**config.mk**
```make
export PLATFORM = sky130hd
export DESIGN_NAME = ch_seq
export DESIGN_NICKNAME = d
export VERILOG_FILES = /design/src/rtl/ch_seq_pkg.sv /design/src/rtl/ch_next_find.sv /design/src/rtl/ch_seq.sv
export SDC_FILE = /design/constraint.sdc
export NUM_CORES = 1
export LEC_CHECK = 0
export CELL_PAD_IN_SITES_DETAIL_PLACEMENT = 1
export CELL_PAD_IN_SITES_GLOBAL_PLACEMENT = 1
export CORE_ASPECT_RATIO = 0.5
export CORE_UTILIZATION = 39
export DETAILED_ROUTE_END_ITERATION = 10
export GPL_ROUTABILITY_DRIVEN = 0
export GPL_TIMING_DRIVEN = 0
export PLACE_DENSITY_LB_ADDON = 0.1
export SYNTH_ARGS = -nofsm -noshare
export SYNTH_HDL_FRONTEND = slang
export SYNTH_SLANG_ARGS = --single-unit
```
**constraint.sdc**
```tcl
create_clock -name clk -period 2.6 [get_ports clk]
set_input_delay 0.52 -clock clk [delete_from_list [all_inputs] [get_ports clk]]
set_output_delay 0.52 -clock clk [all_outputs]
set_load 0.005 [all_outputs]
```
**src/rtl/ch_seq_pkg.sv**
```systemverilog
// Shared types and sizing helpers for the channel sequencer.
package ch_seq_pkg;

   typedef enum logic {
      ST_IDLE = 1'b0,
      ST_SCAN = 1'b1
   } state_t;

   localparam int NCH_DEF   = 8;
   localparam int OVR_W_DEF = 8;

   // Smallest index width able to address nch channels (never below 1 bit).
   function automatic int sel_w_for(input int nch);
      return (nch <= 2) ? 1 : $clog2(nch);
   endfunction

   // Saturation value of an ovr_w-bit overrun counter.
   function automatic longint unsigned ovr_sat(input int ovr_w);
      return (longint'(1) << ovr_w) - 1;
   endfunction

endpackage

```
**src/rtl/ch_next_find.sv**
```systemverilog
// Combinational search over a channel mask: next set index above cur and lowest set index.
module ch_next_find
   import ch_seq_pkg::*;
#(
   parameter int NCH   = NCH_DEF,
   parameter int SEL_W = sel_w_for(NCH)
) (
   input  logic [NCH-1:0]   i_mask,
   input  logic [SEL_W-1:0] i_cur,
   output logic [SEL_W-1:0] o_nxt,
   output logic             o_found,
   output logic [SEL_W-1:0] o_low
);

   // Descending scan so the last hit is the smallest qualifying index.
   always_comb begin
      o_nxt   = '0;
      o_found = 1'b0;
      o_low   = '0;
      for (int i = NCH - 1; i >= 0; i--) begin
         if (i_mask[i] && (i > int'(i_cur))) begin
            o_nxt   = SEL_W'(i);
            o_found = 1'b1;
         end
         if (i_mask[i]) begin
            o_low = SEL_W'(i);
         end
      end
   end

endmodule

```
**src/rtl/ch_seq.sv**
```systemverilog
// Masked, back-pressured channel sequencer with overrun reporting.
//   state   | meaning
//   ST_IDLE | no scan; waiting for a qualified strobe with a non-zero mask
//   ST_SCAN | presenting one channel per accepted beat from the latched mask
module ch_seq
   import ch_seq_pkg::*;
#(
   parameter int NCH   = NCH_DEF,
   parameter int SEL_W = sel_w_for(NCH),
   parameter int OVR_W = OVR_W_DEF
) (
   input  logic             clk,
   input  logic             reset_n,
   input  logic             strobe,
   input  logic             en,
   input  logic [NCH-1:0]   ch_mask,
   input  logic             ready,
   output logic             req_data,
   output logic [SEL_W-1:0] sel,
   output logic             first,
   output logic             last,
   output logic             busy,
   output logic             overrun,
   output logic [OVR_W-1:0] ovr_count
);

   localparam logic [OVR_W-1:0] OVR_MAX = OVR_W'(ovr_sat(OVR_W));

   state_t           r_state;
   logic [NCH-1:0]   r_mask;
   logic [SEL_W-1:0] r_sel;
   logic             r_overrun;
   logic [OVR_W-1:0] r_ovr_count;

   state_t           w_state_nxt;
   logic [NCH-1:0]   w_mask_nxt;
   logic [SEL_W-1:0] w_sel_nxt;
   logic             w_overrun_nxt;
   logic [OVR_W-1:0] w_ovr_count_nxt;

   logic             w_go;
   logic             w_scan;
   logic [NCH-1:0]   w_find_mask;
   logic [SEL_W-1:0] w_nxt;
   logic             w_found;
   logic [SEL_W-1:0] w_low;

   assign w_go   = strobe & en;
   assign w_scan = (r_state == ST_SCAN);

   // One finder serves both the start-of-scan lookup (live mask) and the in-scan walk.
   assign w_find_mask = w_scan ? r_mask : ch_mask;

   ch_next_find #(
      .NCH   (NCH),
      .SEL_W (SEL_W)
   ) u_find (
      .i_mask  (w_find_mask),
      .i_cur   (r_sel),
      .o_nxt   (w_nxt),
      .o_found (w_found),
      .o_low   (w_low)
   );

   always_comb begin
      w_state_nxt     = r_state;
      w_mask_nxt      = r_mask;
      w_sel_nxt       = r_sel;
      w_overrun_nxt   = 1'b0;
      w_ovr_count_nxt = r_ovr_count;
      case (r_state)
         ST_IDLE: begin
            if (w_go && (|ch_mask)) begin
               w_mask_nxt  = ch_mask;
               w_sel_nxt   = w_low;
               w_state_nxt = ST_SCAN;
            end
         end
         ST_SCAN: begin
            if (ready) begin
               if (w_found) begin
                  w_sel_nxt = w_nxt;
               end else begin
                  w_state_nxt = ST_IDLE;
               end
            end
            if (w_go) begin
               w_overrun_nxt = 1'b1;
               if (r_ovr_count != OVR_MAX) begin
                  w_ovr_count_nxt = r_ovr_count + 1'b1;
               end
            end
         end
         default: w_state_nxt = ST_IDLE;
      endcase
   end

   always_ff @(posedge clk or negedge reset_n) begin
      if (!reset_n) begin
         r_state     <= ST_IDLE;
         r_mask      <= '0;
         r_sel       <= '0;
         r_overrun   <= 1'b0;
         r_ovr_count <= '0;
      end else begin
         r_state     <= w_state_nxt;
         r_mask      <= w_mask_nxt;
         r_sel       <= w_sel_nxt;
         r_overrun   <= w_overrun_nxt;
         r_ovr_count <= w_ovr_count_nxt;
      end
   end

   assign req_data  = w_scan;
   assign busy      = w_scan;
   assign sel       = r_sel;
   assign first     = w_scan & (r_sel == w_low);
   assign last      = w_scan & ~w_found;
   assign overrun   = r_overrun;
   assign ovr_count = r_ovr_count;

endmodule

```
Word-level counts from Yosys, hierarchy flattened:

Index checks and enable logic that the tools add are counted.

* eq/ne operators: 5
* multiplexer cells: 33
* magnitude comparators: 7
* add/sub/neg operators: 1
* bitwise operators: 5
* reductions and logical operators: 12

Operator list (count)
* 3-bit 2-to-1 mux: 18
* 3-bit > comparator (first input constant): 4
* 1-bit 2-to-1 mux: 12
* 8-bit by 1-bit adder with 8-bit output (second input constant): 1
* 1-bit logical AND: 8
* 8-bit 2-to-1 mux: 1
* 8-bit != test (second input constant): 1
* 8-bit OR reduction: 1
* 2-bit by 3-bit > comparator with 1-bit output (first input constant): 2
* 3-bit one-hot mux with 2 select lines: 1
* 3-bit AND reduction: 2
* 2-bit != test (second input constant): 2
* 1-bit bitwise AND: 3
* 3-bit equality test: 1
* 1-bit by 3-bit > comparator with 1-bit output (first input constant): 1
* 2-bit by 1-bit != test with 1-bit output (second input constant): 1
* 1-bit NOT: 2
* 1-bit one-hot mux with 2 select lines: 1
* 2-bit AND reduction: 1

* input bits: 13
* register bits after elaboration: 21

Longest topological paths before layout:

Gate-level depths: netlist of the first run.

* depth in word-level cells: 12
* gate-level depth with buffers: 8
* mapped depth without buffers: 6

By module:

From an unflattened synthesis of the first run, not the netlist that was laid out.

* cell total of the unflattened synthesis: 136
* area, all modules: 1366.3 µm²

Modules (own cells, without submodules)
* ch_seq: times used 1, area each 1146.1 µm², cells an instance 97
* ch_next_find: times used 1, area each 220.2 µm², cells an instance 39

Worst setup path after synthesis of the first run:

Ideal clock, no wire load.

* path kind: reg-to-output
* start: register r_state (netlist: busy)
* end: output first
* cell stages (with the launch flop): 7
* path slack: 0.421 ns
* arrival time: 1.659 ns
* data required time: 2.080 ns
* path buffers: 1
* cell sequence: dfrtp_1 -> buf_6 -> or3_2 -> o32ai_1 -> o21bai_1 -> xnor2_1 -> nor3_1

* word-level cells in the longest chain between the ends: 11

RTL lines
* start, declared: line ch_seq.sv:29 `state_t r_state;`
* start signal, assigned: line ch_seq.sv:106 `r_state <= w_state_nxt;`
* 8-bit 2-to-1 mux: line ch_seq.sv:52 `assign w_find_mask = w_scan ? r_mask : ch_mask;`
* 3-bit 2-to-1 mux (8 in series): line ch_next_find.sv:25 `if (i_mask[i]) begin`
* 3-bit equality test: line ch_seq.sv:117 `assign first = w_scan & (r_sel == w_low);`
* 1-bit bitwise AND (*): line ch_seq.sv:117
* end, declared: line ch_seq.sv:20 `output logic first,`

Every way passes the cells marked *; elsewhere a longest branch is shown, timed or not.

Worst setup path in the final report of the first run:

Same ends and word-level chain as after synthesis.

==> results.py, run 1 <==
metrics = {
    "run_status": {
        "status": "finished clean",
    },
    "sta": {
        "finalCritPeriodShare_pct": 99.9,
        "slew_violations": 0,
        "period_minus_slack_ns": 2.60,
        "holdWs_ns": 0.503,
        "setup_violations": 0,
        "timing.final.ws_setup_ns": 0.00219,
        "tightest_slew_ns": 1.04,
        "finalSetupTns_ns": 0,
        "fmax_mhz": 385,
        "max-slew-margin-rel_pct": 30.7,
        "finalHoldViolCount": 0,
        "finClkSkew_ns": 0.00558,
        "grt_setup_unrepaired": "true",
    },
    "placed_design": {
        "portBuffers": 28,
        "place_area_um2": 1840,
        "preCtsSetupSlack_ns": -0.716,
        "detailed_place_hpwl_um": 2890,
        "dp.cells": 242,
    },
    "clock_network": {
        "clk_pin_slew_ns": 0.09,
        "cts_max_level": 1,
        "holdBufCountCts": 0,
        "cts_tree": "built",
        "cts_buffer_depth": 2,
        "cts-root-buf": "clkbuf_8",
        "clk_latency_ns": 0.27,
        "clkSinkCount": 21,
        "cts_buffers": 3,
    },
    "global_route": {
        "grt_max_degree": 22,
        "grt_pass1_wl_um": 6810,
        "grt_usage_pct": 22.1,
        "grt_pass1_vias": 1308,
        "overflow": 0,
        "antenna_found_initial": 0,
    },
    "synthesis": {
        "synth_warnings": 0,
        "synth_fp_nets": 177,
        "avgSynthCellArea_um2": 9.20,
        "synthCells": 163,
        "synthFlopType": "dfrtp_1",
        "ys_seq_elements": 21,
        "syn_area_um2": 1500,
        "synth_edf_count": 0,
        "synth_cell_type_count": 49,
        "async_flop_share_pct": 100,
        "ys_seq_area_share_pct": 35.0,
    },
    "cells_and_area": {
        "stdcell_area_um2": 2030,
        "final_cells": 249,
        "utilization_pct": 57.2,
        "nFillCells": 404,
        "num-nets-final": 213,
        "mostFrequentLayoutCells": "nand2_1 (33), dfrtp_1 (20), clkdlybuf4s50_1 (18), nor2_1 (13), dlygate4sd2_1 (9)",
        "num_antenna_cells": 0,
        "register_area_um2": 527,
        "layout_commonest_cell": "nand2_1",
        "drive_above_1_share_pct": 25.3,
        "area_growth_pct": 35.2,
        "multiInputGateArea_um2": 986,
    },
    "floorplan": {
        "row_count": 15,
        "pin_count": 29,
        "core_area_um2": 3550,
        "die_h_um": 45.9,
        "die_w_um": 89.7,
        "start_util_pct": 42.3,
        "dieArea_um2": 4110,
    },
    "run": {
        "maxCapViolations": 0,
    },
    "detailed_routing": {
        "post_drt_via_cell_ratio": 5.41,
        "drtPass1Iterations": 4,
        "wl_per_cell_um": 17.0,
        "antenna_left": 0,
        "drt-initial-drc-count": 50,
        "drc_errors": 0,
        "drt_wl_total_um": 4230,
        "vias": 1346,
    },
    "pwr": {
        "ir_drop_mv": 0.422,
        "leakagePower_nw": 0.855,
        "p_per_area_nw_per_um2": 1220,
        "fin_total_pwr_mw": 2.47,
    },
    "setup_path": {
        "cp-end-kind": "primary output",
        "crit_required_ns": 2.08,
        "critPathArrivalTime_ns": 2.08,
        "start_kind": "register",
        "path_max_fanout": 9,
        "crit_type": "register to primary output",
    },
    "worst_hold_path": {
        "hold_path_class": "register to register",
    },
}
## kinds of logic after synthesis
group	synth area share [%]
adder cells (fa/ha/maj)	0.834
AND/OR/NAND/NOR	24.9
AO/OA/AOI/OAI	19.8
buffers and inverters	6.67
multiplexers	6.92
flip-flops	35.0
XOR/XNOR	5.84
## final cells by class
class,instances,area share [%]
clock buffer,3,2.04
multi-input combinational,129,48.6
clock inverter,1,0.370
inverter,5,0.925
timing repair buffer,31,14.3
sequential,21,26.0
tap,51,3.15
buffer,8,4.63
## routing by layer
layer	routed length [µm]	GRT usage, %	up-vias
met1	2130	29.1	678
li1	-	-	643
met2	1950	39.4	23
met3	134	4.67	2
met5	0	0	-
met4	8	2.95	0
## worst paths after layout
kind | cells after the start | to | startpoint | slack [ns]
setup / recovery | 7 | first | busy$_DFF_PN0_ | 0.002
hold / removal | 1 | ovr_count[6]$_DFFE_PN0P_ | ovr_count[6]$_DFFE_PN0P_ | 0.50
setup reg to reg | 9 | sel[1]$_DFFE_PN0P_ | busy$_DFF_PN0_ | 0.63
hold reg to reg | 1 | ovr_count[6]$_DFFE_PN0P_ | ovr_count[6]$_DFFE_PN0P_ | 0.50
max in group asynchronous | 1 | busy$_DFF_PN0_ | reset_n | 1.10
min in group asynchronous | 1 | r_mask[6]$_DFFE_PN0P_ | reset_n | 0.80
## worst max-delay path, cell delays in order (launching register included)
cell	delay (ns)
dfrtp_2	0.45
buf_12	0.16
or3_4	0.39
o32ai_4	0.13
o21bai_1	0.13
xnor2_1	0.17
nor3_2	0.22
buf_2	0.14
## registers in the layout, summed over array words and instances (netlist names)
name       flops
busy           1
overrun        1
ovr_count      8
r_mask         8
sel            3
## where the power goes
| part | switching [mW] | internal [mW] | total (mW) |
|---|---|---|---|
| clock network | 0.123 | 0.108 | 0.231 |
| registers | 0.178 | 0.462 | 0.640 |
| logic | 0.777 | 0.817 | 1.59 |
| total | 1.08 | 1.39 | 2.47 |
## synth_stat cells (2+ instances only)
master    count  area [µm²]
nor3_1        7        35.0
inv_1         5        18.8
o21ai_0       5        25.0
a211oi_2      2        25.0
nor2_1       13        48.8
o22ai_1       4        25.0
or4_4         2        22.5
buf_4         2        15.0
xnor2_1       7        61.3
a211oi_1      2        15.0
mux2i_1       7        70.1
dfrtp_1      21         526
clkbuf_8      2        27.5
and3_1        3        18.8
xor2_1        3        26.3
a21oi_1       9        45.0
buf_6         3        33.8
nand2_1      33         124
nand2b_1      2        12.5
mux2_2        2        22.5
## timing repair
item	CTS	global route
buffers inserted	2	1
resized for setup	31	8
setup endpoints to repair	2	1
pin swaps	7	6
No activity file was read; power rests on OpenSTA's default activity.
==> run 2: changes to the inputs <==
--- a/config.mk
+++ b/config.mk
@@ -8,11 +8,12 @@
 export CELL_PAD_IN_SITES_DETAIL_PLACEMENT = 1
 export CELL_PAD_IN_SITES_GLOBAL_PLACEMENT = 1
 export CORE_ASPECT_RATIO = 0.5
-export CORE_UTILIZATION = 39
+export CORE_UTILIZATION = 38
 export DETAILED_ROUTE_END_ITERATION = 10
 export GPL_ROUTABILITY_DRIVEN = 0
 export GPL_TIMING_DRIVEN = 0
 export PLACE_DENSITY_LB_ADDON = 0.1
 export SYNTH_ARGS = -nofsm -noshare
 export SYNTH_HDL_FRONTEND = slang
+export SYNTH_HIERARCHICAL = 1
 export SYNTH_SLANG_ARGS = --single-unit
==> run 2 against run 1 <==
Flip-flop and latch count unchanged; largest power group unchanged; via count decreased by 6.5%; setup slack lost 0.28 ns; sequential share of layout area is 1.2 points higher; the run now ends with setup timing left; largest cell class unchanged; critical path depth is the same; critical endpoint unchanged.
==> results.py, run 2 <==
metrics = {
    "global_route": {
        "grt_usage_pct": 23.3,
        "grt_pass1_wl_um": 6630,
        "antenna_found_initial": 0,
        "grt_max_degree": 22,
        "overflow": 0,
        "grt_pass1_vias": 1339,
    },
    "detailed_routing": {
        "vias": 1259,
        "drt_wl_total_um": 4170,
        "wl_per_cell_um": 18.4,
        "drt-initial-drc-count": 46,
        "post_drt_via_cell_ratio": 5.55,
        "drtPass1Iterations": 4,
        "antenna_left": 0,
        "drc_errors": 0,
    },
    "synthesis": {
        "synthCells": 136,
        "ys_seq_elements": 21,
        "synth_top_area_share_pct": 38.5,
        "avgSynthCellArea_um2": 10.0,
        "post-synth-top-count-cell": "dfrtp_1",
        "synth_edf_count": 0,
        "synth_cell_type_count": 41,
        "syn_area_um2": 1370,
        "synth_fp_nets": 150,
        "ys_seq_area_share_pct": 38.5,
        "yosysTopAreaCell": "dfrtp_1",
        "async_flop_share_pct": 100,
        "synth_area_leaders": "dfrtp_1 (38%), mux2_2 (9.9%), mux2_4 (6.6%)",
        "synth_common_cells": "dfrtp_1 (21), mux2_2 (12), nand2_1 (12), a21oi_1 (10)",
        "synthFlopType": "dfrtp_1",
        "synth_warnings": 6,
    },
    "clock_network": {
        "holdBufCountCts": 0,
        "clkSinkCount": 21,
        "cts_tree": "built",
        "cts_buffer_depth": 2,
        "cts_buffers": 3,
        "clk_latency_ns": 0.27,
        "cts_max_level": 1,
        "cts-root-buf": "clkbuf_8",
        "clk_pin_slew_ns": 0.08,
    },
    "floorplan": {
        "dieArea_um2": 3850,
        "die_h_um": 44.4,
        "core_area_um2": 3210,
        "row_count": 14,
        "pin_count": 29,
        "die_w_um": 86.8,
        "start_util_pct": 42.6,
    },
    "placed_design": {
        "portBuffers": 28,
        "preCtsSetupSlack_ns": -0.886,
        "detailed_place_hpwl_um": 2530,
    },
    "pwr": {
        "leakagePower_nw": 0.866,
        "p_per_area_nw_per_um2": 1250,
        "ir_drop_mv": 0.599,
        "fin_total_pwr_mw": 2.42,
    },
    "setup_path": {
        "cp-end-kind": "primary output",
        "crit_type": "register to primary output",
        "slowest_stage": "or4_4",
        "critPathArrivalTime_ns": 2.36,
        "crit_required_ns": 2.08,
        "r2r-start": "busy$_DFF_PN0_",
        "timing.rr.end": "sel[1]$_DFFE_PN0P_",
        "regToRegSetupSlack_ns": 0.20,
        "path_max_fanout": 5,
        "slowest_delay_ns": 0.55,
        "worstPathCellList": "buf_6, mux2_4, or4_4, a31oi_4, xor2_1, nor3_2, buf_2",
        "worstRegToRegCells": 11,
        "start_kind": "register",
        "crit_buf_inv": 2,
        "critical-path-top-delay-family": "simple AND/OR/NAND/NOR gates",
    },
    "sta": {
        "setup_violations": 2,
        "period_minus_slack_ns": 2.88,
        "tightest_slew_ns": 0.994,
        "slew_violations": 0,
        "finClkSkew_ns": 0.00327,
        "fmax_mhz": 347,
        "finalCritPeriodShare_pct": 111,
        "max-slew-margin-rel_pct": 33.5,
        "timing.final.ws_setup_ns": -0.282,
        "grt_setup_unrepaired": "true",
        "finalHoldViolCount": 0,
    },
    "cells_and_area": {
        "nFillCells": 343,
        "num_antenna_cells": 0,
        "area_growth_pct": 42.0,
        "mostFrequentLayoutCells": "clkdlybuf4s50_1 (21), dfrtp_1 (20), mux2_4 (13), nand2_1 (12), buf_4 (10)",
        "layout_commonest_cell": "clkdlybuf4s50_1",
        "num-nets-final": 194,
        "drive_above_1_share_pct": 30.7,
    },
    "worst_hold_path": {
        "hold_path_depth": 1,
        "hold_path_end": "r_mask[0]$_DFFE_PN0P_",
        "hold_path_class": "register to register",
        "holdCritStartpoint": "r_mask[0]$_DFFE_PN0P_",
    },
    "run_status": {
        "violations": "setup timing",
        "status": "complete, but fails checks",
    },
    "run": {
        "maxCapViolations": 0,
    },
}
## run 2: worst max-delay path by stage
stage | to | start | depth (start not counted)
6_report | first | busy$_DFF_PN0_ | 7
5_1_grt | first | busy$_DFF_PN0_ | 7
4_1_cts | first | busy$_DFF_PN0_ | 7
3_5_place_dp | first | ch_mask[3] | 7
3_3_place_gp | first | ch_mask[3] | 7
2_1_floorplan | first | busy$_DFF_PN0_ | 6
## run 2: metal layers
layer,vias to the layer above,global-route usage [%],routed length [µm],share of wire (%)
met3,2,5.22,135,3.2
met4,0,4.67,22,0.53
met5,-,0,0,0
met1,638,31.4,2050,49
li1,591,-,-,-
met2,28,39.2,1960,47
## run 2: cell type report
type	count	area (µm²)	share of cell area (%)
plain buffers	6	61.3	3.16
repair buffers	39	358	18.4
multi-input cells	104	870	44.8
clock buffers	3	41.3	2.13
flip-flops and latches	21	527	27.1
inverters	5	18.8	0.967
well taps	48	60.1	3.09
clock inverters	1	5.00	0.258
## run 2: per-stage QoR
step	util, %	hold slack (ns)	setup TNS (ns)	cell area [µm²]	instances
after floorplan	-	0.224	0	1370	136
after global placement	53.3	0.483	-1.42	1710	212
after detailed placement	53.3	0.492	-1.51	1710	212
after CTS	59.4	0.512	-0.337	1900	228
after global routing	60.5	0.546	-0.509	1940	227
final	60.5	0.518	-0.355	1940	227
## run 2: power breakdown
part           switching [mW]  internal, mW  leakage [nW]
sequential              0.180         0.464         0.257
combinational           0.695         0.847         0.583
clock                   0.124         0.107        0.0255
## run 2: kinds of logic (layout without fill, tap and decap cells)
group	after synthesis	in the layout	synth area share (%)
AOI/OAI and AO/OA	35	35	17.5
xor gates and xnor gates	8	8	5.13
buffers and inverters	11	54	4.58
DFF	21	21	38.5
muxes	20	20	17.9
and+or+nand+nor	40	40	15.5
adders and majority gates	1	1	0.916
## run 2: repair_timing
action,CTS,global route
gates cloned,1,0
buffers inserted,11,0
endpoints found under the setup margin,2,4
pin swaps,6,4
resized for setup,32,12
